[src/rtl/flash_pkg.sv]
// Shared definitions for the flash operation scheduler: SPI opcodes,
// requester indices and the scheduler state encoding.
package flash_pkg;

  localparam logic [7:0] OP_WREN = 8'h06;
  localparam logic [7:0] OP_SE   = 8'hD8;
  localparam logic [7:0] OP_PP   = 8'h02;
  localparam logic [7:0] OP_READ = 8'h03;
  localparam logic [7:0] OP_RDSR = 8'h05;

  localparam logic [1:0] REQ_SE = 2'd0;
  localparam logic [1:0] REQ_PP = 2'd1;
  localparam logic [1:0] REQ_RD = 2'd2;

  typedef enum logic [3:0] {
    S_IDLE,
    S_ARB,
    S_WREN,
    S_WREN_W,
    S_OP,
    S_OP_W,
    S_GAP,
    S_POLL,
    S_POLL_W,
    S_FIN
  } state_e;

  function automatic logic [7:0] op_code(input logic [1:0] idx);
    case (idx)
      REQ_SE:  return OP_SE;
      REQ_PP:  return OP_PP;
      default: return OP_READ;
    endcase
  endfunction

  // Modulo-3 add used to walk the requester ring.
  function automatic logic [1:0] rr_add(input logic [1:0] base, input logic [1:0] off);
    logic [2:0] s;
    s = {1'b0, base} + {1'b0, off};
    if (s >= 3'd3) s = s - 3'd3;
    return s[1:0];
  endfunction

endpackage

[src/rtl/flash_op_sched_rr_arb3.sv]
// Three-way round-robin picker: combinational choice starting at the
// pointer, pointer moves past the last served requester on advance.
module rr_arb3
  import flash_pkg::*;
(
  input  logic       sclk,
  input  logic       rst_n,
  input  logic [2:0] req,
  input  logic       advance,
  input  logic [1:0] last_idx,
  output logic       valid,
  output logic [1:0] pick_idx,
  output logic [2:0] pick_onehot
);

  logic [1:0] ptr_q, ptr_d;
  logic [1:0] cand;

  always_comb begin
    valid    = 1'b0;
    pick_idx = ptr_q;
    cand     = ptr_q;
    for (int k = 0; k < 3; k++) begin
      cand = rr_add(ptr_q, 2'(k));
      if (!valid && req[cand]) begin
        valid    = 1'b1;
        pick_idx = cand;
      end
    end
  end

  assign pick_onehot = valid ? (3'b001 << pick_idx) : 3'b000;

  always_comb begin
    ptr_d = ptr_q;
    if (advance) ptr_d = rr_add(last_idx, 2'd1);
  end

  always_ff @(posedge sclk or negedge rst_n) begin
    if (!rst_n) ptr_q <= 2'd0;
    else        ptr_q <= ptr_d;
  end

endmodule

[src/rtl/flash_op_sched.sv]
// Shares one SPI command engine between erase, program and read requesters,
// adding WREN before writes and polling RDSR until the flash is idle.
module flash_op_sched
  import flash_pkg::*;
#(
  parameter int POLL_GAP = 4999,
  parameter int POLL_MAX = 40000
) (
  input  logic        sclk,
  input  logic        rst_n,
  input  logic [2:0]  req,
  input  logic [71:0] req_addr,
  input  logic [47:0] req_len,
  output logic [2:0]  grant,
  output logic [2:0]  done,
  output logic        err,
  output logic        busy,
  output logic        cmd_start,
  output logic [7:0]  cmd_code,
  output logic [23:0] cmd_addr,
  output logic [15:0] cmd_len,
  input  logic        cmd_done,
  input  logic [7:0]  rx_data
);

  localparam int GW = $clog2(POLL_GAP + 1);
  localparam int PW = $clog2(POLL_MAX + 1);
  localparam logic [GW-1:0] GAP_LAST  = GW'(POLL_GAP);
  localparam logic [PW-1:0] POLL_LAST = PW'(POLL_MAX);

  state_e        state_q, state_d;
  logic [1:0]    idx_q, idx_d;
  logic [23:0]   addr_q, addr_d;
  logic [15:0]   len_q, len_d;
  logic [GW-1:0] gap_q, gap_d;
  logic [PW-1:0] poll_q, poll_d;
  logic          tout_q, tout_d;

  logic          arb_valid;
  logic [1:0]    arb_idx;
  logic [2:0]    arb_onehot;
  logic          rr_adv;

  // Only the WIP bit of the status byte matters here.
  logic unused_rx;
  assign unused_rx = ^rx_data[7:1];

  assign rr_adv = (state_q == S_FIN);

  rr_arb3 u_arb (
    .sclk       (sclk),
    .rst_n      (rst_n),
    .req        (req),
    .advance    (rr_adv),
    .last_idx   (idx_q),
    .valid      (arb_valid),
    .pick_idx   (arb_idx),
    .pick_onehot(arb_onehot)
  );

  always_ff @(posedge sclk or negedge rst_n) begin
    if (!rst_n) begin
      state_q <= S_IDLE;
      idx_q   <= 2'd0;
      addr_q  <= 24'd0;
      len_q   <= 16'd0;
      gap_q   <= '0;
      poll_q  <= '0;
      tout_q  <= 1'b0;
    end else begin
      state_q <= state_d;
      idx_q   <= idx_d;
      addr_q  <= addr_d;
      len_q   <= len_d;
      gap_q   <= gap_d;
      poll_q  <= poll_d;
      tout_q  <= tout_d;
    end
  end

  // The gap counter idles at zero so every GAP visit starts a fresh count.
  always_comb begin
    state_d = state_q;
    idx_d   = idx_q;
    addr_d  = addr_q;
    len_d   = len_q;
    gap_d   = '0;
    poll_d  = poll_q;
    tout_d  = tout_q;
    unique case (state_q)
      S_IDLE: if (|req) state_d = S_ARB;
      S_ARB: begin
        if (arb_valid) begin
          idx_d  = arb_idx;
          poll_d = '0;
          tout_d = 1'b0;
          case (arb_idx)
            REQ_PP: begin
              addr_d = req_addr[47:24];
              len_d  = req_len[31:16];
            end
            REQ_RD: begin
              addr_d = req_addr[71:48];
              len_d  = req_len[47:32];
            end
            default: begin
              addr_d = req_addr[23:0];
              len_d  = req_len[15:0];
            end
          endcase
          state_d = (arb_idx == REQ_RD) ? S_OP : S_WREN;
        end else begin
          state_d = S_IDLE;
        end
      end
      S_WREN:   state_d = S_WREN_W;
      S_WREN_W: if (cmd_done) state_d = S_OP;
      S_OP:     state_d = S_OP_W;
      S_OP_W:   if (cmd_done) state_d = (idx_q == REQ_RD) ? S_FIN : S_GAP;
      S_GAP: begin
        if (gap_q == GAP_LAST) state_d = S_POLL;
        else                   gap_d   = gap_q + GW'(1);
      end
      S_POLL: begin
        poll_d  = poll_q + PW'(1);
        state_d = S_POLL_W;
      end
      S_POLL_W: begin
        if (cmd_done) begin
          if (!rx_data[0]) begin
            state_d = S_FIN;
          end else if (poll_q == POLL_LAST) begin
            state_d = S_FIN;
            tout_d  = 1'b1;
          end else begin
            state_d = S_GAP;
          end
        end
      end
      S_FIN:   state_d = S_IDLE;
      default: state_d = S_IDLE;
    endcase
  end

  // Command fields are decoded from state so they hold through each *_W wait.
  always_comb begin
    grant     = 3'b000;
    done      = 3'b000;
    err       = 1'b0;
    busy      = 1'b0;
    cmd_start = 1'b0;
    cmd_code  = 8'h00;
    cmd_addr  = 24'd0;
    cmd_len   = 16'd0;
    unique case (state_q)
      S_ARB: begin
        grant = arb_onehot;
        busy  = arb_valid;
      end
      S_WREN, S_WREN_W: begin
        busy      = 1'b1;
        cmd_start = (state_q == S_WREN);
        cmd_code  = OP_WREN;
      end
      S_OP, S_OP_W: begin
        busy      = 1'b1;
        cmd_start = (state_q == S_OP);
        cmd_code  = op_code(idx_q);
        cmd_addr  = addr_q;
        cmd_len   = (idx_q == REQ_SE) ? 16'd0 : len_q;
      end
      S_GAP: busy = 1'b1;
      S_POLL, S_POLL_W: begin
        busy      = 1'b1;
        cmd_start = (state_q == S_POLL);
        cmd_code  = OP_RDSR;
        cmd_len   = 16'd1;
      end
      S_FIN: begin
        busy = 1'b1;
        done = 3'b001 << idx_q;
        err  = tout_q;
      end
      default: ;
    endcase
  end

endmodule

[config.mk]
export PLATFORM = sky130hd
export DESIGN_NAME = flash_op_sched
export DESIGN_NICKNAME = d
export VERILOG_FILES = /design/src/rtl/flash_pkg.sv /design/src/rtl/flash_op_sched_rr_arb3.sv /design/src/rtl/flash_op_sched.sv
export SDC_FILE = /design/constraint.sdc
export NUM_CORES = 1
export LEC_CHECK = 0
export CAP_MARGIN = 40
export CORE_MARGIN = 2
export CORE_UTILIZATION = 45
export CTS_CLUSTER_SIZE = 30
export DETAILED_ROUTE_END_ITERATION = 16
export GPL_TIMING_DRIVEN = 0
export HOLD_SLACK_MARGIN = 0.06
export PLACE_DENSITY_LB_ADDON = 0.12
export SETUP_SLACK_MARGIN = 0.1
export SLEW_MARGIN = 20
export SYNTH_ARGS = -nofsm -noshare
export SYNTH_HDL_FRONTEND = slang
export SYNTH_SLANG_ARGS = --single-unit
[constraint.sdc]
create_clock -name sclk -period 4.8 [get_ports sclk]
set_clock_uncertainty 0.2 [all_clocks]
set_input_delay 1.2 -clock sclk [delete_from_list [all_inputs] [get_ports sclk]]
set_output_delay 1.2 -clock sclk [all_outputs]
set_load 0.005 [all_outputs]
## Word level (Yosys, flattened, before mapping)

Cells that the tools add are included.

- Eq/ne operators: 23
- Shift-type cells: 2
- $lt $le $gt $ge: 7
- $add $sub $neg: 9
- Reduce and logical (&&, ||, !) cells: 17
- Muxes and demuxes: 49

Operators with widths:

| cell | number |
|---|---|
| case mux 16 bit (2 select lines) | 3 |
| case mux 24 bit (2 select lines) | 1 |
| case mux 4 bit (9 select lines) | 1 |
| 2-to-1 mux 16 bit | 2 |
| 2-to-1 mux 4 bit | 8 |
| 2-to-1 mux 13 bit | 2 |
| 2-to-1 mux 24 bit | 1 |
| case mux 8 bit (3 select lines) | 1 |
| adder 16 x 1 -> 16 bit, second input constant | 1 |
| == test 16 bit, second input constant | 1 |
| == test 4 x 3 -> 1 bit, second input constant | 4 |
| case mux 8 bit (2 select lines) | 1 |
| 2-to-1 mux 3 bit | 5 |
| 2-to-1 mux 2 bit | 7 |
| != test 2 bit, second input constant | 7 |
| adder 13 x 1 -> 13 bit, second input constant | 1 |
| == test 13 bit, second input constant | 1 |
| 2-to-1 mux 1 bit | 11 |
| AND reduction 5 bit | 2 |
| >= comparator 3 x 2 -> 1 bit, second input constant | 3 |
| < comparator 2 x 3 -> 1 bit, second input constant | 3 |
| == test 4 x 2 -> 1 bit, second input constant | 2 |
| == test 4 bit, second input constant | 2 |
| OR reduction 8 bit | 1 |
| 20 further kinds | 36 |

- Bits of input ports: 134
- Word-level logic and storage cells: 115
- Register bits: 78

## Depth between registers and ports, before layout

- Word-level depth: 15
- Gate-level depth with buffers: 15

## By module

A second synthesis with hierarchy kept.

- Cells, all modules: 603
- Area total of the unflattened synthesis: 4957.3 µm²

Modules (own cells, without submodules):

| module | seq. area each (µm²) | instances | area an instance (µm²) | cells each |
|---|---|---|---|---|
| flash_op_sched | 1901.8 | 1 | 4570.6 | 553 |
| rr_arb3 | 50.0 | 1 | 386.6 | 50 |

## Least setup slack after synthesis

OpenSTA, ideal clock, no wires.

- Kind: input to output
- From: input port req[1]
- To: output port grant[1]
- Data arrival time: 2.965 ns
- Setup slack: 0.435 ns
- Buffers on the path: 2
- Cell stages on the path: 9
- Required time: 3.400 ns
- Cell sequence: mux2_1 > mux2_2 > nor3b_1 > a22o_1 > inv_1 > ha_1 > clkbuf_1 > clkbuf_1 > and2_1

- Word-level cells in the longest chain between the ends: 12

RTL lines:

| element | line | RTL |
|---|---|---|
| from (decl) | flash_op_sched.sv:11 | `input logic [2:0] req,` |
| binary-select mux 1 bit (select 2 bit) | flash_op_sched_rr_arb3.sv:25 | `if (!valid && req[cand]) begin` |
| 2-to-1 mux 1 bit (implied by the code) | flash_op_sched_rr_arb3.sv:25 |  |
| 2-to-1 mux 1 bit | flash_op_sched_rr_arb3.sv:25 |  |
| zero test 1 bit | flash_op_sched_rr_arb3.sv:25 |  |
| logical AND 1 bit | flash_op_sched_rr_arb3.sv:25 |  |
| 2-to-1 mux 1 bit | flash_op_sched_rr_arb3.sv:25 |  |
| zero test 1 bit | flash_op_sched_rr_arb3.sv:25 |  |
| logical AND 1 bit | flash_op_sched_rr_arb3.sv:25 |  |
| 2-to-1 mux 2 bit * | flash_op_sched_rr_arb3.sv:25 |  |
| net arb_idx[0] | flash_op_sched.sv:40 | `logic [1:0] arb_idx;` |
| << shifter 1 x 2 -> 3 bit * | flash_op_sched_rr_arb3.sv:32 | `assign pick_onehot = valid ? (3'b001 << pick_idx) : 3'b000;` |
| 2-to-1 mux 3 bit * | flash_op_sched_rr_arb3.sv:32 |  |
| 2-to-1 mux 3 bit * | flash_op_sched.sv:155 | `unique case (state_q)` |
| to (decl) | flash_op_sched.sv:14 | `output logic [2:0] grant,` |

Mark *: on every way through the listed nets, which the timed path passes. The rest lies on a longest branch. The select of a mux whose other input is x is not followed.

## Worst setup path after layout

- From: input port req[1]
- To: output port busy

- Word-level cells in the longest chain between the ends: 10

RTL lines:

| element | line | RTL |
|---|---|---|
| binary-select mux 1 bit (select 2 bit) | flash_op_sched_rr_arb3.sv:25 |  |
| 2-to-1 mux 1 bit (implied by the code) | flash_op_sched_rr_arb3.sv:25 |  |
| 2-to-1 mux 1 bit | flash_op_sched_rr_arb3.sv:25 |  |
| zero test 1 bit | flash_op_sched_rr_arb3.sv:25 |  |
| logical AND 1 bit | flash_op_sched_rr_arb3.sv:25 |  |
| 2-to-1 mux 1 bit | flash_op_sched_rr_arb3.sv:25 |  |
| zero test 1 bit | flash_op_sched_rr_arb3.sv:25 |  |
| logical AND 1 bit | flash_op_sched_rr_arb3.sv:25 |  |
| 2-to-1 mux 1 bit * | flash_op_sched_rr_arb3.sv:25 |  |
| case mux 1 bit (2 select lines) * | flash_op_sched.sv:155 |  |
| to (decl) | flash_op_sched.sv:17 | `output logic busy,` |

Every way passes the cells marked *; elsewhere a longest branch is shown, timed or not. The select of a mux whose other input is x is not followed.

==> impl_metrics.csv <==
group,metric,value,unit
global_routing,grt_overflow,0,
setup_path,slowest_stage,"clkdlybuf4s50_1",
pwr,max-vdd-ir-drop,0.000499,V
timing,rsz0062_at_grt,"true",
cts,clockRootBuffer,"clkbuf_8",
worst_hold_path,hold_class,"reg -> reg",
cts,cts.sinks,78,
timing,timing.final.hold_violations,0,
place,pre_cts_slack,-1090,ps
die,num_rows,38,
pwr,p_leak,2.99,nW
logic_synthesis,synth_seq_area_share,0.397,
cts,cts_buffers,9,
die,fp.coreArea,0.0107,mm²
setup_path,cp.required,3400,ps
logic_synthesis,netlist.area_leader.share,0.397,
cells_and_area,fin_nets,954,
logic_synthesis,ys_seq_elements,78,
drt,vias_per_cell,5.49,
setup_path,reg2reg_setup_slack,970,ps
cells_and_area,final_cell_mix,"175 x clkdlybuf4s50_1, 78 x dfrtp_1, 75 x nor2_1",
cts,cts_tree,"built",
cells_and_area,area_growth_syn_to_layout,47.6,%
drt,wirelength,15800,µm
place,place_congestion,0.895,
setup_path,worstPathArrival,3280,ps
timing,post-route-min-period,4680,ps
die,start_util,0.458,
logic_synthesis,syn_inst,607,
timing,tightest_slew,818,ps
cts,cts_htree_levels,3,
logic_synthesis,synth_area_per_cell,8.10,µm²
logic_synthesis,ys.flop_type,"dfrtp_1",
drt,drtAntennaViolNets,0,
die,ioPinCount,191,
cells_and_area,diodes,0,
drt,wl_per_cell,16.6,µm
cells_and_area,layout-drive-gt1-share,0.0740,
place,port_buffers,182,
global_routing,grt_max_degree,45,
drt,drc,0,
setup_path,cpPeakStageDelay,460,ps
cells_and_area,final_common_cell,"clkdlybuf4s50_1",
setup_path,crit_top_cell,"buf_4",
cts,hold_buffers,0,
timing,layout_setup_ws,118,ps
logic_synthesis,yosysUniqueCellTypes,53,
logic_synthesis,synth.area.top_cells,"dfrtp_1 40%, a22oi_1 6.3%, and2_1 6.1%, nor2_1 5.7%, a21oi_1 5.1%",
timing,fmax,214,MHz
flow_run,maxCapViolCount,0,
cells_and_area,fin_area,0.00726,mm²
timing,period_share,0.975,
pwr,powerDensity,662,mW/mm²
global_routing,antenna_found_initial,0,
setup_path,worstPathCellList,"clkbuf_4, mux2_1, mux2_4, buf_4, o311ai_4, buf_6, buf_4, nand2_1, clkdlybuf4s50_1",
global_routing,grt_pass1_wl,24900,µm
die,die_x,109,µm
cts,clk_pin_slew,80,ps
drt,drt_pass1_iterations,5,
pwr,p_total,4.81,mW
logic_synthesis,synthArstFlopShare,1.00,
drt,drt_iter0_drc,405,
logic_synthesis,synth_top_area_cell,"dfrtp_1",
place,place_hpwl,12200,µm
setup_path,path_max_fanout,10,
die,die-area,0.0118,mm²
logic_synthesis,netlist_area,0.00492,mm²
logic_synthesis,postSynthNetCount,755,
place,post_dp_cell_area,0.00694,mm²
cts,cts_buffer_depth,2,
setup_path,crit_type,"in -> out",
global_routing,first_global_vias,5246,
cells_and_area,final_cells,951,
drt,vias,5220,
die,die_h,109,µm
setup_path,cp-end-kind,"primary output",
setup_path,start_kind,"primary input",
logic_synthesis,synth_edf_count,0,
place,place_inst,930,
timing,slew_viol_final,0,
outcome,status,"finished clean",
global_routing,grt_use_total,0.270,
timing,relSlewSlack,0.451,
timing,finalSetupViolCount,0,
logic_synthesis,yosysWarnings,0,
cts,clock_latency,350,ps
timing,holdWs,273,ps
## logic make-up (layout without fill, tap and decap cells)
family | count (synthesis) | count (layout) | share of synthesized area
AND/OR/NAND/NOR | 250 | 250 | 0.243
AO/OA/AOI/OAI | 176 | 176 | 0.222
flip-flops | 78 | 78 | 0.397
buffers and inverters | 64 | 268 | 0.0562
XOR/XNOR | 15 | 15 | 0.0267
adder cells (fa/ha/maj) | 14 | 14 | 0.0356
multiplexers | 9 | 9 | 0.0193
other | 1 | 1 | 0.000762
## worst max-delay path, delay by kind of cell
kind / cells / cell delay (ps)
simple gates: 1 / 60
compound gates: 1 / 290
mux: 2 / 580
buf+inv: 5 / 1150
## area by class of cell
type	count	area [µm²]
tap	140	175
clock buffer	9	124
buffer	43	239
inverter	20	75.1
multi-input combinational	465	2760
fill	954	3490
clock inverter	7	58.8
sequential	78	1950
timing repair buffer	189	1880
## cells in the mapped netlist (4+ instances only)
cell type / instances
nor2_1: 75
nor4_1: 4
o21ai_0: 45
nor3_1: 6
nor2b_1: 5
clkbuf_1: 32
nand4_1: 7
inv_1: 19
dfrtp_1: 78
xor2_1: 9
buf_2: 5
buf_4: 6
o21ai_1: 9
a21oi_1: 50
nand3_1: 21
ha_1: 14
o221ai_1: 4
nand2b_1: 4
mux2i_1: 5
and2_1: 48
a22oi_1: 41
nand2_1: 65
xnor2_1: 6
## per-stage QoR
step | setup TNS, ps | utilization
final | 0 | 0.676
after global routing | 0 | 0.676
after CTS | 0 | 0.669
after detailed placement | -2910 | 0.646
after global placement | -36550 | 0.644
after floorplan | 0 | -
## final timing paths
check                      cells past startpoint      startpoint    endpoint
max                                            9          req[1]        busy
min                                            1        gap_q[0]    gap_q[0]
max reg2reg                                   13  u_arb.ptr_q[0]   len_q[10]
min reg2reg                                    1        gap_q[0]    gap_q[0]
max in group asynchronous                      2           rst_n  addr_q[14]
min in group asynchronous                      1           rst_n  state_q[0]
## repair_timing
action                                  4_1_cts  5_1_grt
pin swaps                                     2        2
setup buffers                                 3        3
endpoints found under the setup margin        4        3
resized for setup                            29       16
## power by group
part	switching [mW]	leakage [nW]	internal (mW)
clock network	0.269	0.0800	0.194
logic	2.00	1.88	1.36
registers	0.124	1.03	0.864
## registers in the layout, summed over array words and instances (netlist names)
| register | cells |
|---|---|
| u_arb.ptr_q | 2 |
| tout_q | 1 |
| poll_q | 16 |
| addr_q | 24 |
| state_q | 4 |
| len_q | 16 |
| idx_q | 2 |
| gap_q | 13 |
## routing by layer
metal  vias up  part of all wire  global-route usage
li1       2503                 -                   -
met3        27             0.077              0.0693
met5         -                 0                   0
met4         0             0.023              0.0842
met1      2482              0.42               0.340
met2       208              0.48               0.454
No activity file was read; power rests on OpenSTA's default activity.
==> variant 1 (config.mk and constraints unchanged) <==
Take the reset off `addr_q` and load it in a clocked block of its own.
--- a/src/rtl/flash_op_sched.sv
+++ b/src/rtl/flash_op_sched.sv
@@ -64,3 +64,2 @@
       idx_q   <= 2'd0;
-      addr_q  <= 24'd0;
       len_q   <= 16'd0;
@@ -72,3 +71,2 @@
       idx_q   <= idx_d;
-      addr_q  <= addr_d;
       len_q   <= len_d;
@@ -78,2 +76,6 @@
     end
+  end
+
+  always_ff @(posedge sclk) begin
+    addr_q <= addr_d;
   end
Function: no difference found for any inputs over 4 cycles, from zero or initial values and one cycle with rst_n low; that may be too few to reach the edited logic, so the function may still have changed.
==> variant 1 against the original RTL <==
- sequential cell count unchanged
- design area down 2.0%
- critical path depth up 2
- worst setup slack better by 52 ps
- total power down 8.6%
- register-to-register slack better by 100 ps
- synthesized area down 1.9%
- routed wire length up 0.40%
- critical path type unchanged
==> variant 1: results (changes against the original RTL) <==
[critical_path]
rr_endpoint = len_q[3]  ; was len_q[10]
cp.arrival_ps = 3230  ; was 3280 ps
worstPathMaxFanout = 7  ; was 10
crit_slowest_cell = mux2_4  ; was clkdlybuf4s50_1
critical_path.max_stage_delay_ps = 300  ; was 460 ps
crit_end = grant[2]  ; was busy

[grt]
grt_max_degree = 55  ; was 45
grt_pass1_vias = 4891  ; was 5246
grt_pass1_wl_um = 24500  ; was 24900 um
track_usage = 0.273  ; was 0.270

[detailed_routing]
firstDrtPassIters = 6  ; was 5
wl_um = 15900  ; was 15800 um
wl_per_cell_um = 17.7  ; was 16.6 um

[yosys]
synth_edf_count = 24  ; was 0
synth_xor_area_frac = 0.0182  ; was 0.0267
seq_area_frac_synth = 0.429  ; was 0.397
synth_nets = 703  ; was 755
ys_types = 57  ; was 53
ys_top_cells_by_area = dfrtp_1 28%, edfxtp_1 15%, a22oi_1 6.2%  ; was dfrtp_1 40%, a22oi_1 6.3%, and2_1 6.1%
synth_compound_area_frac = 0.222  ; about the same
synthMuxAreaShare = 0.0130  ; was 0.0193
synth_common_cells = 68 x nand2_1, 58 x o21ai_0, 54 x dfrtp_1  ; was 78 x dfrtp_1, 75 x nor2_1, 65 x nand2_1

[clock_tree]
ctsResizeCount = 33  ; was 29

[pwr]
p_leak_nw = 2.89  ; was 2.99 nW
irDropWorstVdd_v = 0.000683  ; was 0.000499 V

[cells_and_area]
drive_gt1_frac = 0.0672  ; was 0.0740

[place]
routabilityCongestion = 0.940  ; was 0.895
dpl_cell_area_mm2 = 0.00682  ; was 0.00694 mm^2
place_inst = 874  ; was 930

[timing]
tightest_slew_ps = 704  ; was 818 ps

[outcome]
status = completed  ; unchanged

variant 1: cell count changes after synthesis, moves of 8 or more:
cell      change
a21oi_1      -19
nand3_1      -12
and2_1       -23
and3_1       +28
clkbuf_1      +8
o21ai_1       -9
dfrtp_1      -24
o21ai_0      +13
edfxtp_1     +24
nor2_1       -36
variant 1: where the power goes:
part	internal, W	switching [W]	leakage, nW
clock	0.000242	0.000262	0.100
sequential	0.000992	0.000116	0.943
combinational	0.00115	0.00163	1.84
total	0.00238	0.00201	2.89
variant 1: final cells by class:
type	instances	area [um^2]
fillers	884	3250
clock buffers	9	124
flip-flops and latches	78	2070
clock inverters	7	72.6
repair buffers	189	1850
plain buffers	44	218
well taps	136	170
multi-input cells	414	2540
inverters	18	72.6
variant 1: layer usage:
metal | part of all wire | wire [um] | GRT usage | vias to the layer above
met5 | 0 | 0 | 0 | -
met4 | 0.021 | 340 | 0.0971 | 0
met3 | 0.076 | 1210 | 0.0672 | 23
met2 | 0.51 | 8030 | 0.474 | 205
met1 | 0.40 | 6290 | 0.328 | 2347
li1 | - | - | - | 2401
variant 1: through the flow:
step                      setup slack [ps]  utilization  hold slack [ps]
after floorplan                        236            -              233
after global placement               -1250        0.657              244
after detailed placement             -1280        0.658              250
after CTS                              106        0.687              261
after global routing                   113        0.686              298
final                                  170        0.686              256
variant 1: worst min path at each step:
| stage | from | cells past startpoint | end | slack (ps) |
|---|---|---|---|---|
| after global placement | gap_q[0] | 1 | gap_q[0] | 240 |
| after CTS | gap_q[0] | 1 | gap_q[0] | 260 |
| final | gap_q[0] | 1 | gap_q[0] | 260 |
| after detailed placement | gap_q[0] | 1 | gap_q[0] | 250 |
| after floorplan | gap_q[0] | 1 | gap_q[0] | 230 |
| after global routing | len_q[12] | 2 | len_q[12] | 300 |
==> variant 2 (same settings) <==
Made on the original files. Set the parameter `POLL_GAP` to 19996 (it was 4999).
--- a/src/rtl/flash_op_sched.sv
+++ b/src/rtl/flash_op_sched.sv
@@ -5,3 +5,3 @@
 #(
-  parameter int POLL_GAP = 4999,
+  parameter int POLL_GAP = 19996,
   parameter int POLL_MAX = 40000
Function: same outputs for any inputs over 4 cycles, from zero or initial values and one cycle with rst_n low; that may be too few to reach the edited logic, so the function may still have changed.
==> variant 2 against the original RTL <==
- design area is 3.1% higher
- combinational power is 7.1% higher
- register-to-register slack better by 140 ps
- synthesized area is 2.8% higher
- sequential cell count is 2 higher
- via count is 4.1% higher
- sequential power is 9% higher
- total power is 8.4% higher
- core utilization is 1.2 points higher
- routed wire length is 6.4% higher
- worst setup slack better by 78 ps
- largest cell class unchanged
- largest power group unchanged
==> variant 2: results (changes against the original RTL) <==
[detailed_routing]
wl_per_cell_um = 17.3  ; was 16.6 um
vias_per_cell = 5.58  ; was 5.49
wl_met3_um = 1360  ; was 1220 um
dr_wl_met2_um = 8500  ; was 7660 um

[yosys]
ys_top_cells_by_area = dfrtp_1 40%, o21ai_0 9.7%, nand2_1 7.3%  ; was dfrtp_1 40%, a22oi_1 6.3%, and2_1 6.1%
synth.avg_cell_area_um2 = 8.06  ; was 8.10 um^2
synthAdderAreaFrac = 0.0346  ; was 0.0356
synth_compound_area_frac = 0.198  ; was 0.222
synth_common_cells = 99 x nand2_1, 98 x o21ai_0, 80 x dfrtp_1  ; was 78 x dfrtp_1, 75 x nor2_1, 65 x nand2_1
netlist_area_mm2 = 0.00506  ; was 0.00492 mm^2
synthMuxAreaShare = 0.0124  ; was 0.0193
ys_types = 50  ; was 53

[grt]
grt_pass1_vias = 5550  ; was 5246
track_usage = 0.284  ; was 0.270
met3_usage = 0.0682  ; was 0.0693
grtUsageMet2 = 0.486  ; was 0.454
grt_max_degree = 46  ; was 45

[place]
place_inst = 952  ; was 930
dpl_cell_area_mm2 = 0.00709  ; was 0.00694 mm^2
routabilityCongestion = 0.916  ; was 0.895
post-place-ws_ps = -1010  ; was -1090 ps

[outcome]
status = completed  ; unchanged

[critical_path]
cp.arrival_ps = 3200  ; was 3280 ps
rr_endpoint = addr_q[1]  ; was len_q[10]
crit_path_start = req[0]  ; was req[1]
rrSetupSlack_ps = 1110  ; was 970 ps

[pwr]
irDropWorstVdd_v = 0.000383  ; was 0.000499 V

[timing]
tightest_slew_ps = 900  ; was 818 ps
fmax_mhz = 217  ; was 214 MHz

[cells_and_area]
syn_to_final_growth_pct = 47.9  ; was 47.6%
fillers = 852  ; was 954

[worst_hold_path]
holdPathEnd = addr_q[19]  ; was gap_q[0]
hp-start = addr_q[19]  ; was gap_q[0]

## variant 2: cell types whose count changed after synthesis, moves of 5 or more
| cell | change |
|---|---|
| a21oi_1 | -37 |
| nand2_1 | +34 |
| nand3_1 | +15 |
| o21ai_1 | -9 |
| o21ai_0 | +53 |
| clkbuf_1 | -5 |
| buf_2 | +7 |
| nor2_1 | -37 |
## variant 2: power by group
part | total [W] | internal, W | switching, W
combinational | 0.00360 | 0.00148 | 0.00212
sequential | 0.00108 | 0.000918 | 0.000160
clock | 0.000534 | 0.000251 | 0.000283
## variant 2: layout make-up
type	instances	area share
multi-input combinational	480	0.383
sequential	80	0.268
timing repair buffer	191	0.253
buffer	49	0.0351
tap	140	0.0234
clock buffer	9	0.0166
clock inverter	7	0.0115
inverter	19	0.00953
## variant 2: critical path: stages
cell and delay (ps):
clkbuf_4 180, mux2i_4 180, o22ai_4 110, buf_4 160, o311ai_4 410, buf_6 210
clkbuf_4 240, nand2_1 70, clkdlybuf4s50_1 450
